**src/rtl/rtlfuzz_dromajo.sv**
```systemverilog
// Commit-trace monitor for the RTL-fuzzing harness: counts retired instructions
// and traps for one hart and raises a sticky finish on self-loop, hang or commit budget.
module rtlfuzz_dromajo #(
   parameter int XLEN        = 64,
   parameter int HARTID_W    = 1,
   parameter int MON_HART    = 0,
   parameter int LOOP_LIMIT  = 16,
   parameter int MAX_COMMITS = 0
) (
   input  logic                clock,
   input  logic                reset,
   input  logic                valid,
   input  logic [HARTID_W-1:0] hartid,
   input  logic [XLEN-1:0]     pc,
   input  logic [31:0]         inst,
   input  logic [XLEN-1:0]     wdata,
   input  logic [6:0]          mstatus,
   input  logic                int_xcpt,
   input  logic [XLEN-1:0]     cause,
   output logic                finish,
   output logic [63:0]         commit_count,
   output logic [31:0]         trap_count,
   output logic [XLEN-1:0]     last_pc,
   output logic [XLEN-1:0]     last_wdata,
   output logic [6:0]          last_info
);

   localparam int                LOOP_W       = $clog2(LOOP_LIMIT + 1);
   localparam logic [LOOP_W-1:0] LOOP_MAX     = LOOP_W'(LOOP_LIMIT);
   localparam logic [63:0]       COMMIT_LIMIT = 64'(MAX_COMMITS);
   localparam logic [31:0]       SELF_LOOP    = 32'h0000_006f;

   logic                finish_q,  finish_d;
   logic [63:0]         commit_q,  commit_d;
   logic [31:0]         trap_q,    trap_d;
   logic [XLEN-1:0]     lpc_q,     lpc_d;
   logic [XLEN-1:0]     lwdata_q,  lwdata_d;
   logic [6:0]          linfo_q,   linfo_d;
   logic [LOOP_W-1:0]   loop_q,    loop_d;
   logic [XLEN-1:0]     loop_pc_q, loop_pc_d;

   logic accept_s;
   logic same_pc_s;
   logic unused_cause_s;

   // Trap class (cause MSB) does not influence any statistic.
   assign unused_cause_s = ^cause;

   assign accept_s  = valid && (hartid == HARTID_W'(MON_HART)) && !finish_q;
   assign same_pc_s = (pc == loop_pc_q) && (commit_q != 64'd0);

   // Next-state for counters, last-record capture, hang detector and finish.
   always_comb begin
      finish_d  = finish_q;
      commit_d  = commit_q;
      trap_d    = trap_q;
      lpc_d     = lpc_q;
      lwdata_d  = lwdata_q;
      linfo_d   = linfo_q;
      loop_d    = loop_q;
      loop_pc_d = loop_pc_q;
      if (accept_s) begin
         if (int_xcpt) begin
            trap_d = (trap_q == 32'hFFFF_FFFF) ? trap_q : trap_q + 32'd1;
            loop_d = {LOOP_W{1'b0}};
         end else begin
            commit_d = commit_q + 64'd1;
            lpc_d    = pc;
            lwdata_d = wdata;
            linfo_d  = mstatus;
            if (same_pc_s) begin
               loop_d = (loop_q >= LOOP_MAX) ? LOOP_MAX : loop_q + LOOP_W'(1);
            end else begin
               loop_d    = LOOP_W'(1);
               loop_pc_d = pc;
            end
            if ((inst == SELF_LOOP) || (loop_d >= LOOP_MAX) ||
                ((COMMIT_LIMIT != 64'd0) && (commit_d == COMMIT_LIMIT))) begin
               finish_d = 1'b1;
            end else begin
               finish_d = finish_q;
            end
         end
      end else begin
         finish_d = finish_q;
      end
   end

   // State registers with synchronous reset.
   always_ff @(posedge clock) begin
      if (reset) begin
         finish_q  <= 1'b0;
         commit_q  <= 64'd0;
         trap_q    <= 32'd0;
         lpc_q     <= {XLEN{1'b0}};
         lwdata_q  <= {XLEN{1'b0}};
         linfo_q   <= 7'd0;
         loop_q    <= {LOOP_W{1'b0}};
         loop_pc_q <= {XLEN{1'b0}};
      end else begin
         finish_q  <= finish_d;
         commit_q  <= commit_d;
         trap_q    <= trap_d;
         lpc_q     <= lpc_d;
         lwdata_q  <= lwdata_d;
         linfo_q   <= linfo_d;
         loop_q    <= loop_d;
         loop_pc_q <= loop_pc_d;
      end
   end

   assign finish       = finish_q;
   assign commit_count = commit_q;
   assign trap_count   = trap_q;
   assign last_pc      = lpc_q;
   assign last_wdata   = lwdata_q;
   assign last_info    = linfo_q;

endmodule

```
**config.mk**
```make
export PLATFORM = sky130hd
export DESIGN_NAME = rtlfuzz_dromajo
export DESIGN_NICKNAME = d
export VERILOG_FILES = /design/src/rtl/rtlfuzz_dromajo.sv
export SDC_FILE = /design/constraint.sdc
export NUM_CORES = 1
export LEC_CHECK = 0
export ABC_AREA = 1
export CORE_MARGIN = 2
export CORE_UTILIZATION = 35
export DETAILED_ROUTE_END_ITERATION = 10
export PLACE_DENSITY = 0.74
export RECOVER_POWER = 25
export SLEW_MARGIN = 20
export SYNTH_ARGS = -nofsm -noshare
export SYNTH_HDL_FRONTEND = slang
export SYNTH_SLANG_ARGS = --single-unit
```
**constraint.sdc**
```tcl
create_clock -name clock -period 3.3 [get_ports clock]
set_input_delay 0.66 -clock clock [delete_from_list [all_inputs] [get_ports clock]]
set_output_delay 0.66 -clock clock [all_outputs]
set_load 0.05 [all_outputs]
```
==> impl_metrics.ini <==
[timing]
slew_violations = 0
rsz0062_at_grt = no
min_period_ns = 2.942
maxSlewHeadroom = 0.2820
finalCritPeriodShare = 0.8914
fin_setup_tns_ns = 0
timing.fmax_ghz = 0.3399
skew_ns = 0.01694
hold_violations = 0
setup_viol = 0
setup_slack_ns = 0.3583
tightest_slew_ns = 1.077

[cells_and_area]
multi_input_area_sq_mm = 0.007378
layout-drive-gt1-share = 0.05733
final_common_cell = nor2_1
n_fill_cell = 3999
nets = 2742
seq_area_sq_mm = 0.006026
area_growth_pct = 38.82
layout_common_cells = nor2_1 (487), nand2_1 (444), clkdlybuf4s50_1 (401)

[worst_setup_path]
worstSetupPathType = input port to register
crit_fanout = 37
cp-end-kind = register
crit_arrival_ns = 3.37
critPathLaunch = valid
start_kind = input port
required_ns = 3.73
ff2ff_setup_slack_ns = 0.61
rr_startpoint = commit_count[0]$_SDFFE_PP0P_

[clocking]
htree_num_levels = 2
clock_sinks = 301
cts.clk_slew.worst_paths_ns = 0.06
cts_hold_buf = 0
clkLatencyLatePin_ns = 0.54
cts_buffer_depth = 3
cts_tree = done
cts_resized = 0
cts_setup_buffers = 0
root_buffer = clkbuf_16
cts-buffers-inserted = 36

[yosys]
yosys.area_share.simple = 0.3373
ys.flop_type = dfxtp_1
yosys_warnings = 0
yosys.area_share.adder = 0.004264
synthCells = 2122
synth_seq_cells = 301
synth_edf_count = 0
syn-num-nets = 2363
synth_top_family_by_area = simple AND/OR/NAND/NOR gates
synth_area_per_cell_sq_um = 6.915
synthArstFlopShare = 0
ys_types = 43
synth_compound_area_frac = 0.1279
synthMuxAreaShare = 0
synth_area_sq_mm = 0.01467
synth-seq-area-share = 0.4107
synth_xor_area_frac = 0.03820

[power]
p_int_mw = 6.737
seqPwrFrac = 0.418
comb_power_share = 0.136
switchingPower_mw = 2.473
leakage_nw = 8.223
switching_share = 0.2685
p_per_area_mw_per_mm2 = 452.2
irDropWorstVdd_mv = 0.3245
p_clk_frac = 0.446

[grt]
overflow = 0
grt_max_degree = 74
antenna_found_initial = 6
gr-usage-all-layers = 0.2359
grt_pass1_wl_um = 81420
grt_pass1_vias = 14230

[routing]
ant_nets = 0
drtIter0Drc = 1061
route.detailed.drc = 0
avgViaCountPerCell = 4.961
vias = 15230
routed_wl_um = 52780
firstDrtPassIters = 5
routedWlPerCell_um = 17.19

[die]
die-area_sq_mm = 0.04358
rows = 75
floorplan.die.height_um = 208.8
initial_core_util = 0.3522
coreArea_sq_mm = 0.04167
pin_count = 468
die_w_um = 208.8

[status]
outcome = completed

[flow_run]
maxCapViolations = 0

[hold_path]
min_path_type = register to register
worstHoldStart = last_wdata[19]$_SDFFE_PP0P_

[place]
port_buffers = 403
dp_slack_ns = 0.2464
hpwl_um = 39690
gp_congestion = 0.9640
-- critical path: stages --
cell	delay, ns
dlygate4sd3_1	0.53
inv_1	0.04
nor2_1	0.20
nand3_4	0.27
clkbuf_1	0.28
inv_6	0.32
clkbuf_2	0.58
nand2_1	0.21
o21ai_0	0.20
nor2_1	0.06
-- layout make-up --
cell class                      instances  area share
Antenna cell                            2   0.0002457
Clock buffer                           52     0.05166
Clock inverter                         14    0.008170
Inverter                              206     0.03845
Multi-Input combinational cell       1529      0.3622
Sequential cell                       301      0.2958
Tap cell                              539     0.03311
Timing Repair Buffer                  427      0.2103
-- routing by layer --
layer / part of all wire / global-route usage / wire [um] / vias to the layer above
met4: 0.019 / 0.06133 / 1001 / 4
met2: 0.45 / 0.3786 / 23820 / 526
met1: 0.45 / 0.3193 / 23640 / 7075
met3: 0.081 / 0.05440 / 4291 / 71
li1: - / - / - / 7555
met5: 0.00051 / 0 / 27 / -
-- stage by stage --
step | utilization | hold slack (ns) | power, mW | area (sq um) | instances
after global placement | 0.4624 | 0.4661 | 5.171 | 19270 | 3002
final | 0.4889 | 0.4809 | 9.210 | 20370 | 3070
after global routing | 0.4888 | 0.5047 | 9.547 | 20360 | 3068
after floorplan | - | 0.4598 | 4.614 | 14670 | 2122
after detailed placement | 0.4624 | 0.4719 | 5.188 | 19270 | 3002
after CTS | 0.4917 | 0.4855 | 9.316 | 20490 | 3068
-- flip-flops by register name, summed over array words and instances (netlist names) --
signal        cells
loop_q            5
last_wdata       64
trap_count       32
last_info         7
commit_count     64
loop_pc_q        64
last_pc          64
finish            1
-- Yosys cell counts (45+ instances only) --
| library cell | instances | area (sq um) |
|---|---|---|
| a21oi_1 | 69 | 345.3 |
| clkbuf_1 | 51 | 191.4 |
| dfxtp_1 | 301 | 6026 |
| inv_1 | 190 | 713.2 |
| nand2_1 | 443 | 1663 |
| nand3_1 | 54 | 270.3 |
| nand4_1 | 45 | 281.5 |
| nor2_1 | 476 | 1787 |
| nor3_1 | 45 | 225.2 |
| o211a_1 | 64 | 640.6 |
| o21ai_0 | 115 | 575.6 |
| o21ai_1 | 53 | 265.3 |
-- worst paths after layout --
check	endpoint	cells past startpoint
max	loop_pc_q[3]$_SDFFE_PP0P_	10
min	last_wdata[19]$_SDFFE_PP0P_	2
max reg2reg	commit_count[52]$_SDFFE_PP0P_	10
min reg2reg	last_wdata[19]$_SDFFE_PP0P_	2
-- power by group through the flow --
stage,sequential [mW],clock (mW),combinational [mW]
6_report,3.85,4.11,1.26
5_1_grt,3.86,4.34,1.35
4_1_cts,3.85,4.20,1.27
3_5_place_dp,3.93,0,1.26
3_3_place_gp,3.92,0,1.25
2_1_floorplan,4.21,0,0.401
-- cell families after synthesis --
logic type      Yosys count
compound gates          308
xor+xnor                 64
fa+ha+maj                 5
buf+inv                 292
flops                   301
simple gates           1152
(Power assumes the default switching activity.)
